--- src/rtl/siren_if.sv ---
// Alarm-to-siren link: the alarm level going into the siren driver
// and the drive/status signals coming back out of it.
interface siren_if #(
  parameter int unsigned BW = 4
);
  logic          alarm;
  logic          siren;
  logic          lamp;
  logic          silenced;
  logic [BW-1:0] burst_cnt;

  modport master (
    output alarm,
    input  siren,
    input  lamp,
    input  silenced,
    input  burst_cnt
  );

  modport slave (
    input  alarm,
    output siren,
    output lamp,
    output silenced,
    output burst_cnt
  );
endinterface

--- src/rtl/siren_driver.sv ---
// Siren/hazard-lamp burst sequencer. It drives ON/OFF bursts while alarm is high,
// then mutes the siren after MAX_BURSTS bursts and keeps the lamp lit until alarm drops.
module siren_driver #(
  parameter int unsigned ON_CYC     = 4,
  parameter int unsigned OFF_CYC    = 4,
  parameter int unsigned MAX_BURSTS = 8,
  parameter int unsigned CW         = 16,
  parameter int unsigned BW         = 4
) (
  input  logic   clk,
  input  logic   rst,
  siren_if.slave bus
);

  typedef enum logic [1:0] {
    IDLE = 2'd0,
    ON   = 2'd1,
    OFF  = 2'd2,
    HOLD = 2'd3
  } state_e;

  localparam logic [CW-1:0] ON_LAST  = CW'(ON_CYC - 1);
  localparam logic [CW-1:0] OFF_LAST = CW'(OFF_CYC - 1);
  localparam logic [BW-1:0] BURST_LIM = BW'(MAX_BURSTS);

  state_e        state_q, state_d;
  logic [CW-1:0] phase_q, phase_d;
  logic [BW-1:0] burst_q, burst_d;
  logic          siren_q, siren_d;
  logic          lamp_q, lamp_d;
  logic          silenced_q, silenced_d;

  // Next-state logic. A low alarm wins over any phase or burst step.
  always_comb begin
    state_d = state_q;
    phase_d = phase_q;
    burst_d = burst_q;
    case (state_q)
      IDLE: begin
        if (bus.alarm) begin
          state_d = ON;
          phase_d = {CW{1'b0}};
          burst_d = {BW{1'b0}};
        end else begin
          state_d = IDLE;
        end
      end
      ON: begin
        if (!bus.alarm) begin
          state_d = IDLE;
          phase_d = {CW{1'b0}};
        end else if (phase_q == ON_LAST) begin
          state_d = OFF;
          phase_d = {CW{1'b0}};
          burst_d = burst_q + {{(BW-1){1'b0}}, 1'b1};
        end else begin
          phase_d = phase_q + {{(CW-1){1'b0}}, 1'b1};
        end
      end
      OFF: begin
        if (!bus.alarm) begin
          state_d = IDLE;
          phase_d = {CW{1'b0}};
        end else if ((phase_q == OFF_LAST) && (burst_q == BURST_LIM)) begin
          state_d = HOLD;
          phase_d = {CW{1'b0}};
        end else if (phase_q == OFF_LAST) begin
          state_d = ON;
          phase_d = {CW{1'b0}};
        end else begin
          phase_d = phase_q + {{(CW-1){1'b0}}, 1'b1};
        end
      end
      HOLD: begin
        if (!bus.alarm) begin
          state_d = IDLE;
          phase_d = {CW{1'b0}};
        end else begin
          state_d = HOLD;
        end
      end
      default: begin
        state_d = IDLE;
        phase_d = {CW{1'b0}};
        burst_d = {BW{1'b0}};
      end
    endcase
  end

  // Decode outputs from the next state so the flops carry the Moore outputs of state_q.
  always_comb begin
    siren_d    = 1'b0;
    lamp_d     = 1'b0;
    silenced_d = 1'b0;
    case (state_d)
      IDLE:    begin siren_d = 1'b0; lamp_d = 1'b0; silenced_d = 1'b0; end
      ON:      begin siren_d = 1'b1; lamp_d = 1'b1; silenced_d = 1'b0; end
      OFF:     begin siren_d = 1'b0; lamp_d = 1'b0; silenced_d = 1'b0; end
      HOLD:    begin siren_d = 1'b0; lamp_d = 1'b1; silenced_d = 1'b1; end
      default: begin siren_d = 1'b0; lamp_d = 1'b0; silenced_d = 1'b0; end
    endcase
  end

  // State and output registers; the synchronous reset overrides everything.
  always_ff @(posedge clk) begin
    if (!rst) begin
      state_q    <= IDLE;
      phase_q    <= {CW{1'b0}};
      burst_q    <= {BW{1'b0}};
      siren_q    <= 1'b0;
      lamp_q     <= 1'b0;
      silenced_q <= 1'b0;
    end else begin
      state_q    <= state_d;
      phase_q    <= phase_d;
      burst_q    <= burst_d;
      siren_q    <= siren_d;
      lamp_q     <= lamp_d;
      silenced_q <= silenced_d;
    end
  end

  assign bus.siren     = siren_q;
  assign bus.lamp      = lamp_q;
  assign bus.silenced  = silenced_q;
  assign bus.burst_cnt = burst_q;

endmodule

--- src/flat_wrapper.sv ---
// flat-port wrapper written by rule: the top's interface ports become plain ports
module siren_driver_flat 
#(
  parameter int unsigned ON_CYC     = 4,
  parameter int unsigned OFF_CYC    = 4,
  parameter int unsigned MAX_BURSTS = 8,
  parameter int unsigned CW         = 16,
  parameter int unsigned BW         = 4
)
  (clk, rst, bus_alarm, bus_siren, bus_lamp, bus_silenced, bus_burst_cnt);
  siren_if #(.BW(BW)) bus_i ();
  input  logic clk;
  input  logic rst;
  input wire logic [$bits(bus_i.alarm)-1:0] bus_alarm;
  output wire logic [$bits(bus_i.siren)-1:0] bus_siren;
  output wire logic [$bits(bus_i.lamp)-1:0] bus_lamp;
  output wire logic [$bits(bus_i.silenced)-1:0] bus_silenced;
  output wire logic [$bits(bus_i.burst_cnt)-1:0] bus_burst_cnt;
  assign bus_i.alarm = bus_alarm;
  assign bus_siren = bus_i.siren;
  assign bus_lamp = bus_i.lamp;
  assign bus_silenced = bus_i.silenced;
  assign bus_burst_cnt = bus_i.burst_cnt;
  siren_driver #(.ON_CYC(ON_CYC), .OFF_CYC(OFF_CYC), .MAX_BURSTS(MAX_BURSTS), .CW(CW), .BW(BW)) u_core (.clk(clk), .rst(rst), .bus(bus_i));
endmodule
--- config.mk ---
export PLATFORM = sky130hd
export DESIGN_NAME = siren_driver_flat
export DESIGN_NICKNAME = d
export VERILOG_FILES = /design/src/rtl/siren_if.sv /design/src/rtl/siren_driver.sv /design/src/flat_wrapper.sv
export SDC_FILE = /design/constraint.sdc
export NUM_CORES = 1
export LEC_CHECK = 0
export ABC_AREA = 0
export BUFFER_PORTS_ARGS = -buffer_cell sky130_fd_sc_hd__clkbuf_2
export CAP_MARGIN = 20
export CORE_UTILIZATION = 50
export CTS_BUF_LIST = sky130_fd_sc_hd__clkbuf_4 sky130_fd_sc_hd__clkbuf_8 sky130_fd_sc_hd__clkbuf_16
export CTS_CLUSTER_SIZE = 12
export DETAILED_ROUTE_END_ITERATION = 10
export PLACE_DENSITY = 0.68
export SYNTH_ARGS = -nofsm -noshare
export SYNTH_HDL_FRONTEND = slang
export SYNTH_SLANG_ARGS = --single-unit
--- constraint.sdc ---
create_clock -name clk -period 8.1 [get_ports clk]
set_clock_uncertainty 0.2 [all_clocks]
set_input_delay 1.215 -clock clk [delete_from_list [all_inputs] [get_ports clk]]
set_output_delay 1.215 -clock clk [all_outputs]
set_load 0.02 [all_outputs]
==> flow_summary.yaml, run 1 <==
outcome:
  status: "finished, final reports clean"
setup_path:
  worst-setup-path-type: "in2reg"
  rr_worst_depth: 5
  worstPathRequired_ns: 8.13
  critical_path.startpoint_type: "input port"
  r2r_slack_ns: 5.21
  timing.critical_path.to_type: "register"
  critical_path_peak_fanout: 9
  cp.arrival_ns: 3.06
placement:
  portBuffers: 9
  dp.cells: 190
  detailed_place_hpwl_um: 1970
  setup_slack_placement_ns: 4.74
  gpl.final_weighted_congestion: 0.813
yosys:
  async_flop_share_pct: 0
  synth.area.mux_share_pct: 5.34
  postSynthNetCount: 167
  synth_top_family_by_area: "simple AND/OR/NAND/NOR gates"
  synthesis.yosys.warnings: 0
  synthesis.area_per_instance_um2: 8.66
  ys_seq_area_share_pct: 35.3
  synth_enable_flop_cells: 0
  syn-cell-area_mm2: 0.00136
  post_synth_num_cell_types: 37
  synthAdderAreaFrac_pct: 6.44
  synthesis.instances: 157
  synth-main-ff-cell: "sky130_fd_sc_hd__dfxtp_1"
  synthXorXnorAreaFrac_pct: 5.80
  synth-seq-cells: 24
  fraction_of_the_mapped_netlist_area_in_compound_gates_pct: 16.1
  yosys.area_share.simple_pct: 25.7
sta:
  final-setup-viol-count: 0
  hold_viol_final: 0
  timing.final.ws_setup_ns: 5.07
  drv_slew: 0
  highest_clock_frequency_the_design_can_meet_mhz: 330
  post-route-period-util_pct: 37.4
  worst-slew-pin-transition_ns: 0.805
  finalSetupTns_ns: 0
  grt_setup_unrepaired: "false"
  post-route-min-period_ns: 3.03
  slew_headroom_pct: 46.2
  hold-worst-slack_ns: 0.302
grt:
  first_global_vias: 1077
  grt_first_pass_wirelength_um: 4470
  grt_antenna_before_repair: 0
  grt.total_usage_pct: 20.8
  grt-ovfl-total: 0
  grt_start_max_net_pins: 19
die:
  row_count: 18
  die_height_um: 54.2
  area_enclosed_by_the_die_boundary_mm2: 0.00293
  floorplan.core_area_mm2: 0.00252
  io_pins: 10
  floorplan.initialDensity_pct: 53.9
  fp.dieW_um: 54.2
route:
  postRouteAntennaNets: 0
  num_vias: 1158
  drt-wirelength-per-cell_um: 13.7
  drt-vias-per-instance: 5.97
  final_routed_drc_violation_total: 0
  routed_wirelength_um: 2660
  drt_pre_antenna_iters: 4
  dr.first_iter.drc_count: 28
final_layout:
  num-nets-final: 175
  antenna-diode-count: 0
  mostFrequentLayoutCell: "sky130_fd_sc_hd__dfxtp_1"
  multi_input_area_um2: 807
  fillCellCount: 230
  seq_area_um2: 480
  layout-area-overhead-vs-synth_pct: 6.44
  stdcell_count: 194
  mostFrequentLayoutCells: "24 x sky130_fd_sc_hd__dfxtp_1, 15 x sky130_fd_sc_hd__nor3_1, 11 x sky130_fd_sc_hd__nand2_1"
  fraction_of_layout_cells_with_a_size_suffix_above_1_pct: 13.4
clock_network:
  cts-buffers-inserted: 3
  max-clock-path-buffers: 2
  post_cts_setup_repair_bufs: 0
  clk_latency_ns: 0.31
  post_cts_hold_buffer_count: 0
  clkSlewWorstSetupHoldPaths_ns: 0.12
  clock_root_buffer: "sky130_fd_sc_hd__clkbuf_4"
  tritoncts: "built"
  cts_sinks: 24
  post_cts.resized_instances: 0
  clock_tree.htree_level_count: 1
pwr:
  power.ir.vdd_worst_v: 0.0000968
  report.power.total_mw: 0.199
  leakagePower_nw: 0.489
  power_per_cell_area_mw_per_mm2: 138
min_path:
  holdCritPathClass: "reg2reg"
  min_path_cells: 2
job:
  cap_viol_max_count: 0
-- cell usage after synthesis (all sizes together) (5+ instances only) --
cell type	number	area [um^2]
ha	7	87.6
dfxtp	24	480
nand3	8	40.0
a211oi	7	52.6
nand4	5	31.3
mux2i	5	50.1
inv	10	37.5
nor2	7	26.3
xnor2	5	43.8
or4	6	52.6
o21ai	9	45.0
or3	5	31.3
nand2	11	41.3
nor3	15	75.1
-- final cells by class --
cell class / instances / share of cell area [%]
timing repair buffer: 9 / 3.11
clock buffer: 4 / 2.51
tap: 30 / 2.59
inverter: 11 / 2.85
sequential: 24 / 33.2
multi-input combinational: 116 / 55.7
-- stage by stage --
| step | instance area (um^2) | utilization [%] |
|---|---|---|
| floorplan | 1360 | - |
| global route | 1450 | 57.4 |
| global placement | 1410 | 56.0 |
| CTS | 1450 | 57.4 |
| detailed placement | 1410 | 56.0 |
| finish | 1450 | 57.4 |
-- worst paths after layout --
check	from	endpoint
min reg2reg	u_core.bus.burst_cnt[3]	u_core.bus.burst_cnt[3]
max	bus_alarm	u_core.phase_q[14]
min	u_core.bus.burst_cnt[3]	u_core.bus.burst_cnt[3]
max reg2reg	u_core.phase_q[0]	u_core.phase_q[7]
-- power breakdown --
part           internal (mW)  switching (mW)  total, mW
Clock                 0.0274          0.0339     0.0614
Combinational        0.00571          0.0122     0.0179
Sequential             0.119         0.00102      0.120
-- critical path: stages --
cell,delay [ns]
sky130_fd_sc_hd__clkbuf_2,0.17
sky130_fd_sc_hd__mux2i_1,0.62
sky130_fd_sc_hd__nand3_1,0.30
sky130_fd_sc_hd__or4_1,0.52
sky130_fd_sc_hd__a211oi_1,0.22
-- logic make-up after synthesis --
kind of cell    count (synthesis)
compound gates                 29
buf+inv                        17
xor+xnor                        9
fa+ha+maj                       7
flops                          24
simple gates                   64
mux                             7
-- flip-flops by register name, indices dropped and copies added (netlist names) --
register and flops:
u_core.bus.siren 1, u_core.bus.silenced 1, u_core.bus.burst_cnt 4, u_core.phase_q 16
u_core.state_q 2
-- layer usage --
layer	part of all wire [%]	GRT usage (%)	routed length, um	vias up
met2	49	37.8	1310	12
met3	1.9	2.54	51	4
met5	0	0	0	-
li1	-	-	-	599
met1	48	24.4	1270	543
met4	1.2	7.69	31	0
No activity file was read; power rests on OpenSTA's default activity.
==> run 2, diff against run 1 <==
--- a/config.mk
+++ b/config.mk
@@ -12,7 +12,7 @@
 export CTS_BUF_LIST = sky130_fd_sc_hd__clkbuf_4 sky130_fd_sc_hd__clkbuf_8 sky130_fd_sc_hd__clkbuf_16
 export CTS_CLUSTER_SIZE = 12
 export DETAILED_ROUTE_END_ITERATION = 10
-export PLACE_DENSITY = 0.68
+export PLACE_DENSITY = 0.71
 export SYNTH_ARGS = -nofsm -noshare
 export SYNTH_HDL_FRONTEND = slang
 export SYNTH_SLANG_ARGS = --single-unit
==> constraint.sdc (replaced) <==
create_clock -name clk -period 2.5 [get_ports clk]
set_clock_uncertainty 0.2 [all_clocks]
set_input_delay 0.375 -clock clk [delete_from_list [all_inputs] [get_ports clk]]
set_output_delay 0.375 -clock clk [all_outputs]
set_load 0.02 [all_outputs]
==> run 2 against run 1 <==
Net effect: hold slack got worse by 0.089 ns; non-clock buffer count is 15 higher; count of clock-buffer cells in the layout unchanged; critical endpoint is now u_core.phase_q[1]; sequential share of layout area down 3.2 points; routed wire length is 22% higher; largest power group unchanged.
==> flow_summary.yaml, run 2 (synthesized netlist as in run 1, its figures left out) <==
final_layout:
  fraction_of_layout_cells_with_a_size_suffix_above_1_pct: 25.7
  registers.top_by_ff_count: "u_core.phase_q"
  mostFrequentLayoutCells: "20 x sky130_fd_sc_hd__dfxtp_1, 14 x sky130_fd_sc_hd__nor3_1, 12 x sky130_fd_sc_hd__buf_4"
  stdcell_count: 209
  largest_register_ff_count: 16
  num-nets-final: 190
  mostFrequentLayoutCell: "sky130_fd_sc_hd__dfxtp_1"
  end_of_flow_core_utilization_pct: 64.9
  layout-area-overhead-vs-synth_pct: 20.4
  final_design_instance_area_without_fill_mm2: 0.00164
  antenna-diode-count: 0
die:
  die_height_um: 54.2
  area_enclosed_by_the_die_boundary_mm2: 0.00293
  floorplan.core_area_mm2: 0.00252
  floorplan.initialDensity_pct: 53.9
  io_pins: 10
  row_count: 18
  fp.dieW_um: 54.2
route:
  routed_wirelength_um: 3240
  dr.max_layer_used: "met4"
  postRouteAntennaNets: 0
  final_routed_drc_violation_total: 0
  routedLengthMet1_um: 1440
  drt-wirelength-per-cell_um: 15.5
  detailroute.wirelength.met2_um: 1630
  num_vias: 1261
  met3WireLength_um: 171
  drt_pre_antenna_iters: 4
  drt-vias-per-instance: 6.03
  dr.first_iter.drc_count: 29
grt:
  grt_first_pass_wirelength_um: 5220
  grt.total_usage_pct: 24.8
  grt-ovfl-total: 0
  first_global_vias: 1218
  grt_start_max_net_pins: 19
  grt_antenna_before_repair: 0
sta:
  hold_viol_final: 0
  post-route-min-period_ns: 2.44
  highest_clock_frequency_the_design_can_meet_mhz: 411
  finalSetupTns_ns: 0
  post-route-period-util_pct: 97.4
  drv_slew: 0
  final-setup-viol-count: 0
  timing.final.ws_setup_ns: 0.0644
  slew_headroom_pct: 53.7
  worst-slew-pin-transition_ns: 0.686
setup_path:
  worstPathRequired_ns: 2.49
  timing.critical_path.to_type: "register"
  critical_path.startpoint_type: "register"
  cp.arrival_ns: 2.42
  worst-setup-path-type: "reg2reg"
  critical_path_peak_fanout: 8
clock_network:
  cts_sinks: 24
  tritoncts: "built"
  clkSlewWorstSetupHoldPaths_ns: 0.12
  clock_tree.htree_level_count: 1
  clk_latency_ns: 0.32
  cts-buffers-inserted: 3
  post_cts_hold_buffer_count: 0
  max-clock-path-buffers: 2
  clock_root_buffer: "sky130_fd_sc_hd__clkbuf_4"
placement:
  detailed_place_hpwl_um: 2340
  dp.cells: 201
  portBuffers: 9
  setup_slack_placement_ns: -0.00222
  placed_area_mm2: 0.00152
  gpl.final_weighted_congestion: 0.812
job:
  cap_viol_max_count: 0
pwr:
  leakagePower_nw: 0.581
  power.ir.vdd_worst_v: 0.000530
  power_per_cell_area_mw_per_mm2: 412
outcome:
  status: "finished, final reports clean"
min_path:
  holdCritPathClass: "in2reg"
[run 2: changes by cell type in the layout (fill, tap and decap cells not counted), moves of 2 or more]
cell and change:
sky130_fd_sc_hd__buf_4 +12, sky130_fd_sc_hd__buf_6 +3, sky130_fd_sc_hd__dfxtp_2 +2, sky130_fd_sc_hd__dfxtp_1 -4
sky130_fd_sc_hd__dfxtp_4 +2
[run 2: worst paths after layout]
path | endpoint | startpoint | cells past startpoint | slack, ns
hold / removal | u_core.bus.burst_cnt[1] | rst | 3 | 0.21
setup reg to reg | u_core.phase_q[1] | u_core.phase_q[1] | 7 | 0.06
hold reg to reg | u_core.bus.burst_cnt[3] | u_core.bus.burst_cnt[3] | 2 | 0.31
setup / recovery | u_core.phase_q[1] | u_core.phase_q[1] | 7 | 0.06
[run 2: layer usage]
metal / GRT usage [%] / vias to the layer above
li1: - / 632
met1: 30.5 / 596
met2: 43.1 / 31
met3: 7.34 / 2
met4: 3.85 / 0
met5: 0 / -
[run 2: what timing repair did]
item                                    4_1_cts  5_1_grt
gates resized for setup                       4        9
endpoints found under the setup margin        3       21
buffers inserted                              0        3
pin swaps                                     0        4
gates cloned                                  0        1
[run 2: layout make-up]
class | count | area (um^2)
multi-input cells | 116 | 863
fillers | 214 | 885
clock buffers | 4 | 36.3
flip-flops and latches | 24 | 490
repair buffers | 24 | 169
inverters | 11 | 41.3
well taps | 30 | 37.5
[run 2: per-stage QoR]
step / power (mW) / hold WS (ns)
after floorplan: 0.446 / 0.268
after CTS: 0.673 / 0.171
after global routing: 0.706 / 0.223
after detailed placement: 0.466 / 0.300
final: 0.674 / 0.213
after global placement: 0.463 / 0.275
[run 2: where the power goes]
| part | internal, mW | switching (mW) | leakage [nW] |
|---|---|---|---|
| clock network | 0.0891 | 0.113 | 0.0210 |
| logic | 0.0332 | 0.0500 | 0.364 |
| registers | 0.385 | 0.00335 | 0.196 |
[run 2: worst max-delay path, cell delays in order, from the launching register on]
cell	delay, ns
sky130_fd_sc_hd__dfxtp_2	0.38
sky130_fd_sc_hd__ha_4	0.15
sky130_fd_sc_hd__or4b_4	0.47
sky130_fd_sc_hd__or4_4	0.54
sky130_fd_sc_hd__buf_6	0.16
sky130_fd_sc_hd__a31oi_4	0.19
sky130_fd_sc_hd__buf_6	0.17
sky130_fd_sc_hd__nor3_1	0.06
